$ cat src/rtl/path_delay_pkg.sv
// Shared definitions for the path delay sequencer: FSM encoding and selector width helper.
package path_delay_pkg;

  typedef enum logic [2:0] {
    ST_IDLE,
    ST_SETTLE,
    ST_MEASURE,
    ST_REPORT,
    ST_RECOVER
  } state_e;

  // Selector width for n chains; a single chain still gets a 1-bit index.
  function automatic int unsigned sel_width(input int unsigned n);
    return (n > 1) ? $clog2(n) : 1;
  endfunction

endpackage

$ cat src/rtl/path_delay_sequencer_capture_sync.sv
// Single-bit multi-flop synchroniser for one asynchronous chain output.
module capture_sync #(
  parameter int unsigned STAGES = 2
) (
  input  logic clk,
  input  logic rst_n,
  input  logic d,
  output logic q
);

  logic [STAGES-1:0] ff_q;

  always_ff @(posedge clk or negedge rst_n) begin
    if (!rst_n) ff_q <= '0;
    else        ff_q <= {ff_q[STAGES-2:0], d};
  end

  assign q = ff_q[STAGES-1];

endmodule

$ cat src/rtl/path_delay_sequencer.sv
// Launches a rising edge into one delay chain, counts clock cycles until the
// synchronised chain output flips, and hands the count out over valid/ready.
module path_delay_sequencer
  import path_delay_pkg::*;
#(
  parameter int unsigned          NUM_PATHS     = 4,
  parameter int unsigned          CNT_W         = 16,
  parameter int unsigned          SYNC_STAGES   = 2,
  parameter int unsigned          SETTLE_CYCLES = 8,
  parameter logic [NUM_PATHS-1:0] POLARITY      = '0,
  localparam int unsigned         SEL_W         = sel_width(NUM_PATHS)
) (
  input  logic                 clk,
  input  logic                 rst_n,
  input  logic                 start,
  input  logic [SEL_W-1:0]     path_sel,
  input  logic [CNT_W-1:0]     timeout,
  output logic                 busy,
  output logic [NUM_PATHS-1:0] launch,
  input  logic [NUM_PATHS-1:0] capture,
  output logic                 res_valid,
  input  logic                 res_ready,
  output logic [SEL_W-1:0]     res_path,
  output logic [CNT_W-1:0]     res_cycles,
  output logic                 res_timeout
);

  localparam int unsigned    SET_W       = (SETTLE_CYCLES > 1) ? $clog2(SETTLE_CYCLES) : 1;
  localparam logic [SET_W-1:0] SETTLE_LAST = SET_W'(SETTLE_CYCLES - 1);
  localparam logic [SEL_W:0]   PATHS_EXT   = (SEL_W+1)'(NUM_PATHS);

  state_e               state_q, state_d;
  logic [SET_W-1:0]     settle_q, settle_d;
  logic [CNT_W-1:0]     cnt_q, cnt_d;
  logic [CNT_W-1:0]     limit_q, limit_d;
  logic [SEL_W-1:0]     sel_q, sel_d;
  logic [NUM_PATHS-1:0] launch_d;
  logic                 busy_d;
  logic                 res_valid_d;
  logic [SEL_W-1:0]     res_path_d;
  logic [CNT_W-1:0]     res_cycles_d;
  logic                 res_timeout_d;

  logic [NUM_PATHS-1:0] sync_out;
  logic                 sel_oob;
  logic                 hit;

  for (genvar i = 0; i < NUM_PATHS; i++) begin : g_sync
    capture_sync #(.STAGES(SYNC_STAGES)) u_sync (
      .clk   (clk),
      .rst_n (rst_n),
      .d     (capture[i]),
      .q     (sync_out[i])
    );
  end

  assign sel_oob = {1'b0, path_sel} >= PATHS_EXT;
  // Chain has reached its settled level once output differs from its polarity bit.
  assign hit     = sync_out[sel_q] ^ POLARITY[sel_q];

  always_ff @(posedge clk or negedge rst_n) begin
    if (!rst_n) begin
      state_q     <= ST_IDLE;
      settle_q    <= '0;
      cnt_q       <= '0;
      limit_q     <= '0;
      sel_q       <= '0;
      launch      <= '0;
      busy        <= 1'b0;
      res_valid   <= 1'b0;
      res_path    <= '0;
      res_cycles  <= '0;
      res_timeout <= 1'b0;
    end else begin
      state_q     <= state_d;
      settle_q    <= settle_d;
      cnt_q       <= cnt_d;
      limit_q     <= limit_d;
      sel_q       <= sel_d;
      launch      <= launch_d;
      busy        <= busy_d;
      res_valid   <= res_valid_d;
      res_path    <= res_path_d;
      res_cycles  <= res_cycles_d;
      res_timeout <= res_timeout_d;
    end
  end

  always_comb begin
    state_d       = state_q;
    settle_d      = settle_q;
    cnt_d         = cnt_q;
    limit_d       = limit_q;
    sel_d         = sel_q;
    launch_d      = launch;
    busy_d        = busy;
    res_valid_d   = res_valid;
    res_path_d    = res_path;
    res_cycles_d  = res_cycles;
    res_timeout_d = res_timeout;

    unique case (state_q)
      ST_IDLE: begin
        if (start) begin
          sel_d    = path_sel;
          limit_d  = (timeout == '0) ? '1 : timeout;
          settle_d = '0;
          busy_d   = 1'b1;
          if (sel_oob) begin
            state_d       = ST_REPORT;
            res_valid_d   = 1'b1;
            res_path_d    = path_sel;
            res_cycles_d  = '0;
            res_timeout_d = 1'b1;
          end else begin
            state_d = ST_SETTLE;
          end
        end
      end

      ST_SETTLE: begin
        if (settle_q == SETTLE_LAST) begin
          state_d  = ST_MEASURE;
          cnt_d    = '0;
          launch_d = NUM_PATHS'(1) << sel_q;
        end else begin
          settle_d = settle_q + SET_W'(1);
        end
      end

      // Capture is tested before the limit so a simultaneous match is reported as a measurement.
      ST_MEASURE: begin
        if (hit) begin
          state_d       = ST_REPORT;
          res_valid_d   = 1'b1;
          res_path_d    = sel_q;
          res_cycles_d  = cnt_q;
          res_timeout_d = 1'b0;
        end else if (cnt_q == limit_q - CNT_W'(1)) begin
          state_d       = ST_REPORT;
          res_valid_d   = 1'b1;
          res_path_d    = sel_q;
          res_cycles_d  = limit_q;
          res_timeout_d = 1'b1;
        end else if (cnt_q != '1) begin
          cnt_d = cnt_q + CNT_W'(1);
        end
      end

      ST_REPORT: begin
        if (res_ready) begin
          state_d     = ST_RECOVER;
          res_valid_d = 1'b0;
          launch_d    = '0;
          settle_d    = '0;
        end
      end

      ST_RECOVER: begin
        if (settle_q == SETTLE_LAST) begin
          state_d = ST_IDLE;
          busy_d  = 1'b0;
        end else begin
          settle_d = settle_q + SET_W'(1);
        end
      end

      default: state_d = ST_IDLE;
    endcase
  end

endmodule
$ cat config.mk
export PLATFORM = sky130hd
export DESIGN_NAME = path_delay_sequencer
export DESIGN_NICKNAME = d
export VERILOG_FILES = /design/src/rtl/path_delay_pkg.sv /design/src/rtl/path_delay_sequencer_capture_sync.sv /design/src/rtl/path_delay_sequencer.sv
export SDC_FILE = /design/constraint.sdc
export NUM_CORES = 1
export LEC_CHECK = 0
export BUFFER_PORTS_ARGS = -buffer_cell sky130_fd_sc_hd__buf_4
export CAP_MARGIN = 10
export CORE_ASPECT_RATIO = 2
export CORE_MARGIN = 5
export CORE_UTILIZATION = 51
export DETAILED_ROUTE_END_ITERATION = 8
export HOLD_SLACK_MARGIN = 0.03
export PLACE_DENSITY = 0.74
export SYNTH_ARGS = -nofsm -noshare
export SYNTH_HDL_FRONTEND = slang
export SYNTH_HIERARCHICAL = 1
export SYNTH_SLANG_ARGS = --single-unit
$ cat constraint.sdc
create_clock -name clk -period 7.5 [get_ports clk]
set_input_delay 1.5 -clock clk [delete_from_list [all_inputs] [get_ports clk]]
set_output_delay 1.5 -clock clk [all_outputs]
set_load 0.02 [all_outputs]
==> flow_summary.yaml <==
outcome:
  outcome: "complete, no violations"
synth:
  synthArstFlopShare_pct: 100
  synth_top_area_cell: "dfrtp_1"
  syn_nets: 441
  ys_warn_count: 6
  synthesis.area_um2: 3940
  synth.area.top_cells: "dfrtp_1 46%, o22a_1 7.1%, a21oi_1 4.4%"
  synth_top_area_share_pct: 46.4
  synth_cell_types: 56
  synth_seq_area_share_pct: 46.4
  syn_inst: 411
  synth-edff-count: 0
  synth-seq-cells: 73
  avgSynthCellArea_um2: 9.58
  synth_flop_cell: "dfrtp_1"
setup_path:
  crit_chain: "inv_1 > ha_1 > or4b_1 > or4_1 > o2bb2ai_1 > a2111o_1 > a2111oi_4 > buf_4 > o21a_1 > mux2_1"
  crit_arrival_ns: 4.36
  slowest_delay_ns: 0.67
  required_ns: 7.71
  slowest_stage: "o21a_1"
  end_kind: "flop"
  cp-start-kind: "flop"
  crit_path_max_fanout: 50
  worstSetupPathType: "flop to flop"
sta:
  relSlewSlack_pct: 30.8
  hold_slack_ns: 0.347
  hold_viol: 0
  setup_viol_count_final: 0
  fin_ws_ns: 3.35
  finalSetupTns_ns: 0
  finalCritPeriodShare_pct: 55.3
  drv_slew: 0
  period_minus_slack_ns: 4.15
  clock_skew_ns: 0.00904
  worst_pin_slew_ns: 1.03
  rsz0062_at_grt: "no"
  timing.fmax_mhz: 241
place:
  gp_congestion: 0.905
  dpl_cell_area_um2: 4310
  dp_hpwl_um: 7440
  preCtsSetupSlack_ns: 3.40
  port-buffer-count: 50
clock_tree:
  cts_buffers: 9
  clock_latency_ns: 0.34
  root_buffer: "clkbuf_16"
  cts_hold_buffers: 0
  clk_path_buf_depth: 2
  post_cts_buffers: 0
  path_clk_slew_ns: 0.06
  clock-sinks: 73
  h-tree-depth: 3
  post_cts_resized: 0
  cts_tree: "yes"
floorplanning:
  start_util_pct: 52.2
  dieWidth_um: 72.1
  die_h_um: 134
  core_area_um2: 7540
  ios: 51
  die-area_um2: 9690
  rows: 45
routing:
  postRouteAntennaNets: 0
  first_pass_iters: 5
  wire_per_inst_um: 19.0
  drt_wl_total_um: 10300
  dr.first_iter.drc_count: 235
  viasPerCell: 6.20
  post-route-drc-count: 0
  num_vias: 3367
global_route:
  grt_max_degree: 74
  grt_pass1_wl_um: 17200
  grt_pass1_vias: 3472
  antenna_found_initial: 0
  overflow: 0
  grt_usage_pct: 23.1
finish:
  layout_common_cells: "73 x dfrtp_1, 54 x buf_4, 45 x nor2_1"
  final_common_cell: "dfrtp_1"
  drive_gt1_share_pct: 17.1
  synthToLayoutAreaGrowth_pct: 17.8
  nets: 475
  antennaDiodeCount: 0
  final_cell_area_um2: 4640
power:
  ir_worst_vdd_v: 0.000292
  p_total_mw: 1.83
  leakage_nw: 1.94
  powerDensity_nw_per_um2: 395
run:
  cap_violations: 0
worst_hold_path:
  hold_path_class: "flop to flop"
[Yosys cell counts (all sizes together), types with 3 or more instances]
library cell  count
nand3             8
o21ai            11
a31oi             4
dfrtp            73
xnor2             9
and2              5
o22a             32
nor2             45
buf               8
nand2            31
a21oi            35
nand4             5
clkbuf           23
o211ai            3
o31ai            15
mux2i             3
inv               9
o21a              3
ha                4
nand2b            7
nor4              7
nor3             10
nand3b            3
or4              18
mux2              6
[worst max-delay path: cells and delay by family (launching register included)]
kind	cells	cell delay [ns]
adder cells (fa/ha/maj)	1	0.22
multiplexers	1	0.39
flip-flops	1	0.44
AND/OR/NAND/NOR	2	0.93
buffers and inverters	2	0.58
AO/OA/AOI/OAI	4	1.43
[logic make-up (layout without fill, tap and decap cells)]
logic type	Yosys count	after routing	share of synthesized area (%)
adder cells (fa/ha/maj)	4	4	1.27
XOR/XNOR	12	12	3.05
flip-flops	73	73	46.4
multiplexers	9	9	2.48
buffers and inverters	40	78	4.73
AO/OA/AOI/OAI	124	124	22.7
AND/OR/NAND/NOR	149	149	19.3
[sequential cells by signal (all words and copies together) (netlist names)]
signal,flops
state_q,3
launch,4
settle_q,3
res_timeout,1
res_cycles,16
sel_q,2
cnt_q,16
busy,1
res_path,2
res_valid,1
limit_q,16
g_sync.u_sync/ff_q,8
[routing by layer]
metal	part of all wire, %	GRT usage, %
met5	0	0
met4	4.8	13.7
met3	2.7	3.75
met2	58	41.9
met1	35	24.0
[final timing paths]
path / from / end / slack, ns / cells past startpoint
max in group asynchronous: rst_n / res_cycles[0]$_DFFE_PN0P_ / 5.61 / 1
min in group asynchronous: rst_n / limit_q[6]$_DFFE_PN0P_ / 1.29 / 1
hold reg to reg: g_sync[3].u_sync/ff_q[0]$_DFF_PN0_ / g_sync[3].u_sync/ff_q[1]$_DFF_PN0_ / 0.35 / 0
setup / recovery: limit_q[0]$_DFFE_PN0P_ / res_path[0]$_DFFE_PN0P_ / 3.35 / 10
hold / removal: g_sync[3].u_sync/ff_q[0]$_DFF_PN0_ / g_sync[3].u_sync/ff_q[1]$_DFF_PN0_ / 0.35 / 0
setup reg to reg: limit_q[0]$_DFFE_PN0P_ / res_path[0]$_DFFE_PN0P_ / 3.35 / 10
[report_power, final]
group	switching, mW	internal (mW)
registers	0.161	0.513
logic	0.370	0.315
clock network	0.159	0.317
total	0.689	1.14
[area by class of cell]
class	instances	area [um2]
clock inverters	2	60.1
multi-input cells	298	1930
flip-flops and latches	73	1830
well taps	94	118
fillers	679	2910
clock buffers	13	270
repair buffers	54	405
inverters	9	33.8
[through the flow]
stage	utilization, %	instances
floorplan	-	411
global placement	57.1	528
detailed placement	57.1	528
CTS	61.5	543
global route	61.5	543
finish	61.5	543
(Power assumes the default switching activity.)
